<file path="config.mk">
export PLATFORM = sky130hd
export DESIGN_NAME = uart_prog_loader
export DESIGN_NICKNAME = d
export VERILOG_FILES = /design/src/rtl/uart_prog_loader_pkg.sv /design/src/rtl/uart_prog_loader_rx.sv /design/src/rtl/uart_prog_loader.sv
export SDC_FILE = /design/constraint.sdc
export NUM_CORES = 1
export LEC_CHECK = 0
export ABC_AREA = 1
export BUFFER_PORTS_ARGS = -buffer_cell sky130_fd_sc_hd__buf_2
export CORE_MARGIN = 2
export CORE_UTILIZATION = 25
export DETAILED_ROUTE_END_ITERATION = 10
export MAX_ROUTING_LAYER = met4
export SYNTH_ARGS = -nofsm -noshare
export SYNTH_HDL_FRONTEND = slang
export SYNTH_HIERARCHICAL = 1
export SYNTH_SLANG_ARGS = --single-unit
</file>
<file path="constraint.sdc">
create_clock -name clk_i -period 4.3 [get_ports clk_i]
set_input_delay 0.43 -clock clk_i [delete_from_list [all_inputs] [get_ports clk_i]]
set_output_delay 0.43 -clock clk_i [all_outputs]
set_load 0.005 [all_outputs]
</file>
<file path="src/rtl/uart_prog_loader_pkg.sv">
// Shared types and constants for the UART program loader.
// Imported by the receiver sub-module and the loader top.
package uart_prog_loader_pkg;

    typedef enum logic [2:0] {
        RX_IDLE,
        RX_START,
        RX_DATA,
        RX_STOP,
        RX_WAIT_HIGH
    } rx_state_e;

    typedef enum logic [1:0] {
        LD_LOAD,
        LD_DRAIN,
        LD_DONE
    } ld_state_e;

    typedef enum logic [2:0] {
        ERR_NONE    = 3'd0,
        ERR_FRAME   = 3'd1,
        ERR_OVERRUN = 3'd2,
        ERR_TIMEOUT = 3'd3,
        ERR_FULL    = 3'd4
    } err_code_e;

    localparam int unsigned MIN_CPB = 4;

endpackage

</file>
<file path="src/rtl/uart_prog_loader_rx.sv">
// 8N1 UART receiver with a 2-flop input synchroniser and a per-frame latched bit period.
// Emits a one-cycle byte_valid_o or frame_err_o at the end of each frame.
module uart_prog_loader_rx
    import uart_prog_loader_pkg::*;
#(
    parameter int unsigned CPB_W = 16
) (
    input  logic             clk_i,
    input  logic             rst_ni,
    input  logic             en_i,
    input  logic [CPB_W-1:0] clks_per_bit_i,
    input  logic             rx_i,
    output logic             byte_valid_o,
    output logic [7:0]       byte_o,
    output logic             frame_err_o,
    output logic             idle_o
);

    rx_state_e        state_q, state_d;
    logic             rxMeta_q, rxSync_q;
    logic [CPB_W-1:0] cnt_q, cnt_d;
    logic [CPB_W-1:0] cpb_q, cpb_d;
    logic [2:0]       bitIdx_q, bitIdx_d;
    logic [7:0]       shift_q, shift_d;
    logic             byteValid_q, byteValid_d;
    logic             frameErr_q, frameErr_d;
    logic [CPB_W-1:0] cpbLast;

    assign cpbLast = cpb_q - CPB_W'(1);

    // The synchroniser idles high and is deliberately untouched by the soft clear.
    always_ff @(posedge clk_i or negedge rst_ni) begin
        if (!rst_ni) begin
            rxMeta_q <= 1'b1;
            rxSync_q <= 1'b1;
        end else begin
            rxMeta_q <= rx_i;
            rxSync_q <= rxMeta_q;
        end
    end

    always_comb begin
        state_d     = state_q;
        cnt_d       = cnt_q;
        cpb_d       = cpb_q;
        bitIdx_d    = bitIdx_q;
        shift_d     = shift_q;
        byteValid_d = 1'b0;
        frameErr_d  = 1'b0;
        case (state_q)
            RX_IDLE: begin
                cnt_d    = '0;
                bitIdx_d = '0;
                if (!rxSync_q) begin
                    state_d = RX_START;
                    cpb_d   = (clks_per_bit_i < CPB_W'(MIN_CPB)) ? CPB_W'(MIN_CPB) : clks_per_bit_i;
                end
            end
            RX_START: begin
                if (cnt_q == (cpb_q >> 1)) begin
                    cnt_d   = '0;
                    state_d = rxSync_q ? RX_IDLE : RX_DATA;
                end else begin
                    cnt_d = cnt_q + CPB_W'(1);
                end
            end
            RX_DATA: begin
                if (cnt_q == cpbLast) begin
                    cnt_d    = '0;
                    shift_d  = {rxSync_q, shift_q[7:1]};
                    bitIdx_d = bitIdx_q + 3'd1;
                    if (bitIdx_q == 3'd7) begin
                        state_d = RX_STOP;
                    end
                end else begin
                    cnt_d = cnt_q + CPB_W'(1);
                end
            end
            RX_STOP: begin
                if (cnt_q == cpbLast) begin
                    cnt_d = '0;
                    if (rxSync_q) begin
                        byteValid_d = 1'b1;
                        state_d     = RX_IDLE;
                    end else begin
                        frameErr_d = 1'b1;
                        state_d    = RX_WAIT_HIGH;
                    end
                end else begin
                    cnt_d = cnt_q + CPB_W'(1);
                end
            end
            RX_WAIT_HIGH: begin
                if (rxSync_q) begin
                    state_d = RX_IDLE;
                end
            end
            default: state_d = RX_IDLE;
        endcase
    end

    always_ff @(posedge clk_i or negedge rst_ni) begin
        if (!rst_ni) begin
            state_q     <= RX_IDLE;
            cnt_q       <= '0;
            cpb_q       <= '0;
            bitIdx_q    <= '0;
            shift_q     <= '0;
            byteValid_q <= 1'b0;
            frameErr_q  <= 1'b0;
        end else if (!en_i) begin
            state_q     <= RX_IDLE;
            cnt_q       <= '0;
            cpb_q       <= '0;
            bitIdx_q    <= '0;
            shift_q     <= '0;
            byteValid_q <= 1'b0;
            frameErr_q  <= 1'b0;
        end else begin
            state_q     <= state_d;
            cnt_q       <= cnt_d;
            cpb_q       <= cpb_d;
            bitIdx_q    <= bitIdx_d;
            shift_q     <= shift_d;
            byteValid_q <= byteValid_d;
            frameErr_q  <= frameErr_d;
        end
    end

    assign byte_valid_o = byteValid_q;
    assign byte_o       = shift_q;
    assign frame_err_o  = frameErr_q;
    assign idle_o       = (state_q == RX_IDLE);

endmodule

</file>
<file path="src/rtl/uart_prog_loader.sv">
// UART boot loader: assembles little-endian words from the RX stream and writes them to
// instruction memory through a req/gnt port, releasing the core once the load ends.
module uart_prog_loader
    import uart_prog_loader_pkg::*;
#(
    parameter int unsigned DATA_W         = 32,
    parameter int unsigned ADDR_W         = 10,
    parameter logic [31:0] SENTINEL       = 32'h00000FFF,
    parameter int unsigned TIMEOUT_CYCLES = 0,
    parameter int unsigned CPB_W          = 16
) (
    input  logic              clk_i,
    input  logic              rst_ni,
    input  logic              en_i,
    input  logic [CPB_W-1:0]  clks_per_bit_i,
    input  logic              rx_i,
    output logic              mem_req_o,
    output logic [ADDR_W-1:0] mem_addr_o,
    output logic [DATA_W-1:0] mem_wdata_o,
    input  logic              mem_gnt_i,
    output logic              done_o,
    output logic              core_rst_no,
    output logic [ADDR_W:0]   word_cnt_o,
    output logic              err_o,
    output logic [2:0]        err_code_o
);

    localparam int unsigned       BYTES      = DATA_W / 8;
    localparam int unsigned       IDX_W      = (BYTES > 1) ? $clog2(BYTES) : 1;
    localparam logic [IDX_W-1:0]  LAST_IDX   = IDX_W'(BYTES - 1);
    localparam logic [DATA_W-1:0] SENT_WORD  = DATA_W'(SENTINEL);
    localparam logic [ADDR_W:0]   DEPTH_LAST = {1'b0, {ADDR_W{1'b1}}};
    localparam logic [31:0]       TO_LAST    = (TIMEOUT_CYCLES > 0) ? 32'(TIMEOUT_CYCLES - 1) : 32'd0;

    logic       rxValid, rxFrameErr, rxIdle;
    logic [7:0] rxByte;

    uart_prog_loader_rx #(.CPB_W(CPB_W)) u_rx (
        .clk_i         (clk_i),
        .rst_ni        (rst_ni),
        .en_i          (en_i),
        .clks_per_bit_i(clks_per_bit_i),
        .rx_i          (rx_i),
        .byte_valid_o  (rxValid),
        .byte_o        (rxByte),
        .frame_err_o   (rxFrameErr),
        .idle_o        (rxIdle)
    );

    ld_state_e         ldState_q, ldState_d;
    logic [DATA_W-1:0] asm_q, asm_d;
    logic [IDX_W-1:0]  byteIdx_q, byteIdx_d;
    logic              pendValid_q, pendValid_d;
    logic [DATA_W-1:0] pendData_q, pendData_d;
    logic [ADDR_W-1:0] addr_q, addr_d;
    logic [ADDR_W:0]   wordCnt_q, wordCnt_d;
    logic [31:0]       idleCnt_q, idleCnt_d;
    logic              err_q, err_d;
    err_code_e         errCode_q, errCode_d;

    err_code_e         newErr;
    logic [DATA_W-1:0] wordNext;
    logic              gntFire, fullNow, pendBusy;

    // A grant in the same cycle as word completion frees the pending slot first.
    always_comb begin
        ldState_d   = ldState_q;
        asm_d       = asm_q;
        byteIdx_d   = byteIdx_q;
        pendValid_d = pendValid_q;
        pendData_d  = pendData_q;
        addr_d      = addr_q;
        wordCnt_d   = wordCnt_q;
        idleCnt_d   = '0;
        err_d       = err_q;
        errCode_d   = errCode_q;
        newErr      = ERR_NONE;
        wordNext    = asm_q;
        wordNext[8*byteIdx_q +: 8] = rxByte;
        gntFire     = pendValid_q && mem_gnt_i;
        fullNow     = gntFire && (wordCnt_q == DEPTH_LAST);
        pendBusy    = pendValid_q && !gntFire;

        if (gntFire) begin
            pendValid_d = 1'b0;
            addr_d      = addr_q + ADDR_W'(1);
            wordCnt_d   = wordCnt_q + (ADDR_W+1)'(1);
            if (fullNow) begin
                ldState_d = LD_DONE;
                newErr    = ERR_FULL;
            end else if (ldState_q == LD_DRAIN) begin
                ldState_d = LD_DONE;
            end
        end

        if (ldState_q == LD_LOAD && !fullNow) begin
            if (rxFrameErr) begin
                newErr = ERR_FRAME;
            end else if (rxValid) begin
                if (byteIdx_q == LAST_IDX) begin
                    byteIdx_d = '0;
                    asm_d     = '0;
                    if (wordNext == SENT_WORD) begin
                        ldState_d = pendBusy ? LD_DRAIN : LD_DONE;
                    end else if (pendBusy) begin
                        newErr = ERR_OVERRUN;
                    end else begin
                        pendValid_d = 1'b1;
                        pendData_d  = wordNext;
                    end
                end else begin
                    asm_d     = wordNext;
                    byteIdx_d = byteIdx_q + IDX_W'(1);
                end
            end else if (TIMEOUT_CYCLES != 0 && byteIdx_q != '0 && rxIdle) begin
                if (idleCnt_q == TO_LAST) begin
                    asm_d     = '0;
                    byteIdx_d = '0;
                    newErr    = ERR_TIMEOUT;
                end else begin
                    idleCnt_d = idleCnt_q + 32'd1;
                end
            end
        end

        if (newErr != ERR_NONE) begin
            err_d = 1'b1;
            if (!err_q) begin
                errCode_d = newErr;
            end
        end
    end

    always_ff @(posedge clk_i or negedge rst_ni) begin
        if (!rst_ni) begin
            ldState_q   <= LD_LOAD;
            asm_q       <= '0;
            byteIdx_q   <= '0;
            pendValid_q <= 1'b0;
            pendData_q  <= '0;
            addr_q      <= '0;
            wordCnt_q   <= '0;
            idleCnt_q   <= '0;
            err_q       <= 1'b0;
            errCode_q   <= ERR_NONE;
        end else if (!en_i) begin
            ldState_q   <= LD_LOAD;
            asm_q       <= '0;
            byteIdx_q   <= '0;
            pendValid_q <= 1'b0;
            pendData_q  <= '0;
            addr_q      <= '0;
            wordCnt_q   <= '0;
            idleCnt_q   <= '0;
            err_q       <= 1'b0;
            errCode_q   <= ERR_NONE;
        end else begin
            ldState_q   <= ldState_d;
            asm_q       <= asm_d;
            byteIdx_q   <= byteIdx_d;
            pendValid_q <= pendValid_d;
            pendData_q  <= pendData_d;
            addr_q      <= addr_d;
            wordCnt_q   <= wordCnt_d;
            idleCnt_q   <= idleCnt_d;
            err_q       <= err_d;
            errCode_q   <= errCode_d;
        end
    end

    assign mem_req_o   = pendValid_q;
    assign mem_addr_o  = addr_q;
    assign mem_wdata_o = pendData_q;
    assign done_o      = (ldState_q == LD_DONE);
    assign core_rst_no = done_o;
    assign word_cnt_o  = wordCnt_q;
    assign err_o       = err_q;
    assign err_code_o  = errCode_q;

endmodule

</file>
# Word level (Yosys, flattened, before mapping)
# Index checks and enable logic that the tools add are counted.
dict set report op_classes {
  eq_ne 33
  n_lt_le_gt_ge 1
  shifts 2
  n_addsub 7
  reduce_logical 17
  muxes 85
}
# cell n
set ops {}
lappend ops {{$mux W32} 12}
lappend ops {{$mux W16} 7}
lappend ops {{$mux W3} 21}
lappend ops {{$pmux W16 S3} 1}
lappend ops {{$neg A5 Y34} 1}
lappend ops {{$shift A8 B34 Y32 const A} 1}
lappend ops {{$shiftx A8 B34 Y32} 1}
lappend ops {{$bwmux W32} 1}
lappend ops {{$eq A32 B12 Y1 const B} 1}
lappend ops {{$mux W2} 16}
lappend ops {{$mux W8} 3}
lappend ops {{$mux W11} 2}
lappend ops {{$mux W10} 2}
lappend ops {{$mux W1} 18}
lappend ops {{$add A16 B1 Y16 const B} 1}
lappend ops {{$eq A16 B15 Y1} 1}
lappend ops {{$eq A16 B16 Y1} 1}
lappend ops {{$lt A16 B3 Y1 const B} 1}
lappend ops {{$ne A2 B1 Y1 const B} 8}
lappend ops {{$sub A16 B1 Y16 const B} 1}
lappend ops {{$ne A3 B2 Y1 const B} 5}
lappend ops {{$pmux W3 S5} 1}
lappend ops {{$reduce_and A6 Y1} 2}
lappend ops {{$add A11 B1 Y11 const B} 1}
lappend ops {{other kinds (22)} 36}
dict set report totals {
  wordCells 163
  out_inout_bits 60
  reg_bits 144
  input_bits 21
}

# Longest topological paths before layout
dict set report logic_depth {
  word_depth 13
  mapped_depth 20
  depth_no_buf 18
}

# By module
# The synthesis kept the hierarchy.
# mod area_each_um2 seq_area_each_um2 cells_each n_inst
set modules_own_cells {}
lappend modules_own_cells {uart_prog_loader 4947.2 2352.3 652 1}
lappend modules_own_cells {uart_prog_loader_rx 3985.1 1253.7 599 1}

# Worst setup path after synthesis
# No wires, ideal clock.
dict set report synth_path {
  kind {reg2reg}
  start {register byteIdx_q[0]}
  end {register pendData_q[12], in the netlist mem_wdata_o[12]}
  slack_ns 1.881
  arrival_ns 2.302
  required_ns 4.183
  path_buffers 2
  stages_incl_launch_ff 18
  period_less_slack_ns 2.419
  setup_time_ns 0.117
  path_cell_list {dfrtp_1 buf_4 inv_1 ha_1 buf_4 inv_2 nand3_2 nor2_1 nor2_1 nand2_1 nor3_1 nand2_1 nor2_1 nand3_2 nand2_4 nand2_2 nand2_1 nand2_1}
}
dict set report synth_between {
  elab_chain_cells 10
  elab_cells_between_ends 16
  cone_classes {add/sub: 1; eq/ne: 4; shift: 2; mux: 8; reduce/logical: 1}
}
# element line_no
set synth_lines {}
lappend synth_lines {{start: declaration} uart_prog_loader.sv:52} ;# logic [IDX_W-1:0] byteIdx_q, byteIdx_d;
lappend synth_lines {{start signal: assignment} uart_prog_loader.sv:160} ;# byteIdx_q <= byteIdx_d;
lappend synth_lines {{$neg A5 Y34} uart_prog_loader.sv:79} ;# wordNext[8*byteIdx_q +: 8] = rxByte;
lappend synth_lines {{$shiftx A8 B34 Y32 / $shift A8 B34 Y32 (equally long branches)} uart_prog_loader.sv:79}
lappend synth_lines {{$bwmux W32} uart_prog_loader.sv:79}
lappend synth_lines {{$mux W32} uart_prog_loader.sv:105} ;# end else if (pendBusy) begin
lappend synth_lines {{$mux W32} uart_prog_loader.sv:103} ;# if (wordNext == SENT_WORD) begin
lappend synth_lines {{$mux W32} uart_prog_loader.sv:100} ;# if (byteIdx_q == LAST_IDX) begin
lappend synth_lines {{$mux W32} uart_prog_loader.sv:99} ;# end else if (rxValid) begin
lappend synth_lines {{$mux W32} uart_prog_loader.sv:97} ;# if (rxFrameErr) begin
lappend synth_lines {{$mux W32} uart_prog_loader.sv:96} ;# if (ldState_q == LD_LOAD && !fullNow) begin
lappend synth_lines {{$mux W32} uart_prog_loader.sv:146} ;# end else if (!en_i) begin
lappend synth_lines {{end signal: assignment} uart_prog_loader.sv:162} ;# pendData_q <= pendData_d;
lappend synth_lines {{end: declaration} uart_prog_loader.sv:54} ;# logic [DATA_W-1:0] pendData_q, pendData_d;
# Parallel ways exist; a longest one is shown, timed or not. The select of a mux whose other input is x is not followed.
# A chain may end at the register's enable or synchronous reset.

# Final worst setup path
dict set report layout_path {
  start {register byteIdx_q[0]}
  end {register pendData_q[17], in the netlist mem_wdata_o[17]}
}
# Same word-level chain as after synthesis.

==> results <==
- The clock latency on the worst-skew pair is 430 ps.
- The starting density of the core is 25.24%.
- The placer's final routability congestion estimate is 0.9012.
- The share of power burned in combinational logic is 27.4%.
- The adder and majority cell fraction of the synthesized area is 1.681%.
- At the pin with the least slew margin, the transition time is 1178 ps.
- Measured against its own limit, the worst slew margin works out to 21.05%.
- The master of the slowest instance on the critical path is dfrtp_1.
- After routing, the total negative slack on setup checks comes to 0 ps.
- The area of all sequential standard cells is 3606 sq um.
- After clock tree synthesis, the flow added hold-fix buffers numbering 0.
- The first global-routing pass estimated 41280 um of wire.
- Once detailed placement completed, the half-perimeter wirelength came to 17580 um.
- Once the clock tree was built, the resizer swapped 0 gates to a different size.
- The net count after synthesis is 1284.
- Entering global routing, the biggest net connects 145 pins.
- The DRC violation total after the first TritonRoute iteration is 515.
- The final-layout fill cell count is 3865.
- The routed wire length is 24470 um.
- Counting both buffers and inverters, the worst setup path holds a total of 3.
- The share of final-layout standard cells stronger than drive strength 1 is 15.05%.
- The largest vdd supply drop is 280.9 uV.
- In this run the power spent charging and discharging nets is 1543 uW.
- The final antenna-violating net count is 0.
- The total vias in the final route is 8182.
- The power share of the sequential group is 36.2%.
- The final hold violation count came to 0.
- In this run the standard cell core region covers 35400 sq um.
- The routing usage on met3 is 2.516%.
- The top cell types in the final layout, fill and taps aside, are 356 x nand2_1, 151 x inv_1, 142 x dfrtp_1, 130 x nor2_1, 117 x nand3_1.
- The total CTS buffers is 17.
- Global routing used 22.25% of the available met2 tracks.
- The initialized floorplan defines 69 standard-cell rows.
- Setup violations remaining at the end of the flow were counted as 0.
- The number of antenna violations at the first check in global routing is 0.
- The clock net in this run drives a total of 144 sinks.
- The worst stage delay on the critical path is 610 ps.
- The clock transition time at the flip-flop clock pins of the worst setup and hold paths is 70 ps.
- The die covers 37260 sq um.
- The number of antenna repair diodes is 0.
- For this run, the detailed router's first-pass iteration total came to 5.
- The TritonCTS clock tree is built.
- The critical path is of the reg2reg type.
- After technology mapping, the gate count stands at 1251.
- The worst clock skew is 12.95 ps.
- In the post-route analysis, the smallest setup slack over all paths is 998.0 ps.
- Setup repair after global routing left no endpoint under its margin.
- The most numerous cell type found on the critical path is inv_1.
- The summed area of non-filler cells in the final layout is 10280 sq um.
- The number of max-cap violations is 0.
- The layer flagged by global routing as most heavily used is met2.
- The die boundary width is 193.0 um.
- Net switching is 37.64% of the power.
- The average instance in the mapped netlist occupies 7.140 sq um.
- The number of buffers inserted to repair setup after CTS is 0.
- The final cycle utilization of the critical path is 76.79%.
- The internal power of the cells is 2556 uW.
- The area overhead of the layout relative to synthesis is 15.09%.
- The xor and xnor fraction of the mapped netlist area is 2.549%.
- The path class of the tightest hold or removal check is in2async.
- The signal on the critical path passes through inv_1, ha_1, inv_1, nand3_1, o22ai_1, inv_1, nor2_1, nand3b_1, nor3_2, nand3_2, nand2_4, nand2_2, nand2_1, nand2_1.
- For the worst setup path, the data required time is 4620 ps.
- Global routing used 18.62% of the available met1 tracks.
- The sum of overflow across all layers after global routing is 0.
- The cell family contributing the most delay on the critical path is simple AND/OR/NAND/NOR gates.
- Of all nets on the critical path, the largest fanout is 33.
- The count of yosys warnings during synthesis is 6.
- In this run the tool buffered the top-level ports with 80 buffer cells.
- Of the total power, the clock network draws 36.3%.
- The final number of max-transition violations is 0.
- The worst setup path is launched from a register.
- By area, the combinational part of the netlist is dominated by simple AND/OR/NAND/NOR gates.
- The final critical path time including I/O delays and setup is 3302 ps.
- Data arrives at the worst endpoint at 3620 ps.
- The flow ran to the end, and the final reports show no timing, DRC or antenna violations.
- The global-route total usage across every layer is 14.10%.
- The leakage power is 0.005367 uW.
- The library cell used most frequently in the layout, excluding fill and tap cells, is nand2_1.
- The number of levels the H-tree was split into is 4.
- The number of buffers between clock root and the deepest sink is 2.
- The simple-gate share of the synthesized area is 37.86%.
- The area of the multi-input gates is 4433 sq um.
- The number of library cell types mapped by synthesis is 41.
- The root buffer cell is clkbuf_16.
- At the placement stage, the worst setup path has a slack of 1076 ps.
- In this run, synthesis produced a sequential element count of 144.
- After detailed routing, the number of remaining DRC violations is 0.
- The placed instances occupy a cell area of 9706 sq um.
- The number of global-route vias before repair came to 8010.
- Using the TritonRoute via totals, the vias-per-cell ratio works out to 4.604.
- The number of top-level pins is 81.
- The complex-gate fraction of the synthesized area is 7.494%.
- In this run the cell area of the synthesized design comes to 8932 sq um.
- The floorplan step set the die height to 193.0 um.
- The type of destination of the critical path is a register.
- The post-synthesis mux area share is 0%.
- In this run the power density over the cells is 398.7 nW/um^2.
- The total number of nets in the final design is 1336.
- For this run, the register share of the synthesized area comes to 40.37%.
- The timing-limited maximum frequency is 0.3028 GHz.
- The post-detailed-route wirelength per cell is 13.77 um.
## cells in the mapped netlist, drive strengths merged
library cell / count / area [sq um]
a211oi: 2 / 15.01
a21oi: 19 / 98.85
and2: 4 / 25.02
and3: 3 / 18.77
buf: 37 / 221.5
clkbuf: 18 / 67.56
clkinv: 2 / 7.510
dfrtp: 142 / 3553
dfstp: 2 / 52.55
ha: 12 / 150.1
inv: 160 / 600.6
nand2: 368 / 1421
nand3: 135 / 773.2
nand3b: 6 / 45.04
nand4: 40 / 265.3
nor2: 151 / 654.4
nor3: 24 / 145.1
nor3b: 2 / 15.01
nor4: 3 / 18.77
o211ai: 1 / 7.510
o21ai: 62 / 336.6
o221a: 2 / 22.52
o22ai: 29 / 181.4
o31ai: 1 / 7.510
xnor2: 5 / 43.79
xor2: 21 / 183.9
## through the flow
stage | hold slack [ps] | util [%] | instances | power, uW
3_3_place_gp | 383.3 | 27.42 | 1745 | 2607
6_report | 80.90 | 29.04 | 1777 | 4099
4_1_cts | 82.96 | 29.04 | 1777 | 4125
2_1_floorplan | 134.4 | - | 1251 | 2352
3_5_place_dp | 381.2 | 27.42 | 1745 | 2621
5_1_grt | 87.33 | 29.04 | 1777 | 4359
## metal layers
layer	part of all wire, %	wire length (um)
met1	49	11980
met2	45	11000
met3	4.6	1137
met4	1.4	353
met5	0	0
## state kept, by name, indices dropped and copies added, names as in the netlist, 2 cells and up
name,cells
u_rx/bitIdx_q,3
asm_q,32
u_rx/cpb_q,16
ldState_q,2
u_rx/byte_o,8
byteIdx_q,2
word_cnt_o,11
err_code_o,3
mem_wdata_o,32
mem_addr_o,10
u_rx/state_q,3
u_rx/cnt_q,16
## final timing paths
check | startpoint | to | slack [ps] | cells past startpoint
max | byteIdx_q[0]$_DFFE_PN0P_ | mem_wdata_o[17]$_DFFE_PN0P_ | 1000 | 14
min | rst_ni | u_rx/cnt_q[13]$_DFFE_PN0P_ | 80 | 2
max reg2reg | byteIdx_q[0]$_DFFE_PN0P_ | mem_wdata_o[17]$_DFFE_PN0P_ | 1000 | 14
min reg2reg | u_rx/rxMeta_q$_DFF_PN1_ | u_rx/rxSync_q$_DFF_PN1_ | 390 | 0
max in group asynchronous | rst_ni | asm_q[10]$_DFFE_PN0P_ | 3530 | 2
min in group clk_i | rx_i | u_rx/rxMeta_q$_DFF_PN1_ | 100 | 1
## layout make-up
class | instances | area share, %
Sequential cell | 144 | 35.08
Inverter | 162 | 5.915
Clock buffer | 18 | 4.175
Tap cell | 461 | 5.611
Timing Repair Buffer | 88 | 4.686
Clock inverter | 14 | 1.412
Multi-Input combinational cell | 890 | 43.12
## power by group through the flow
stage	registers [uW]	logic (uW)	clock network (uW)
after global placement	1510	1100	0
final	1480	1120	1490
after detailed placement	1510	1110	0
after CTS	1480	1120	1520
after floorplan	1490	864	0
after global routing	1500	1280	1580
## logic make-up (layout without fill, tap and decap cells)
group / Yosys count / after routing
DFF: 144 / 144
and+or+nand+nor: 736 / 736
xor gates and xnor gates: 26 / 26
buffers and inverters: 217 / 282
AOI/OAI and AO/OA: 116 / 116
adders and majority gates: 12 / 12
No activity file was read; power rests on OpenSTA's default activity.
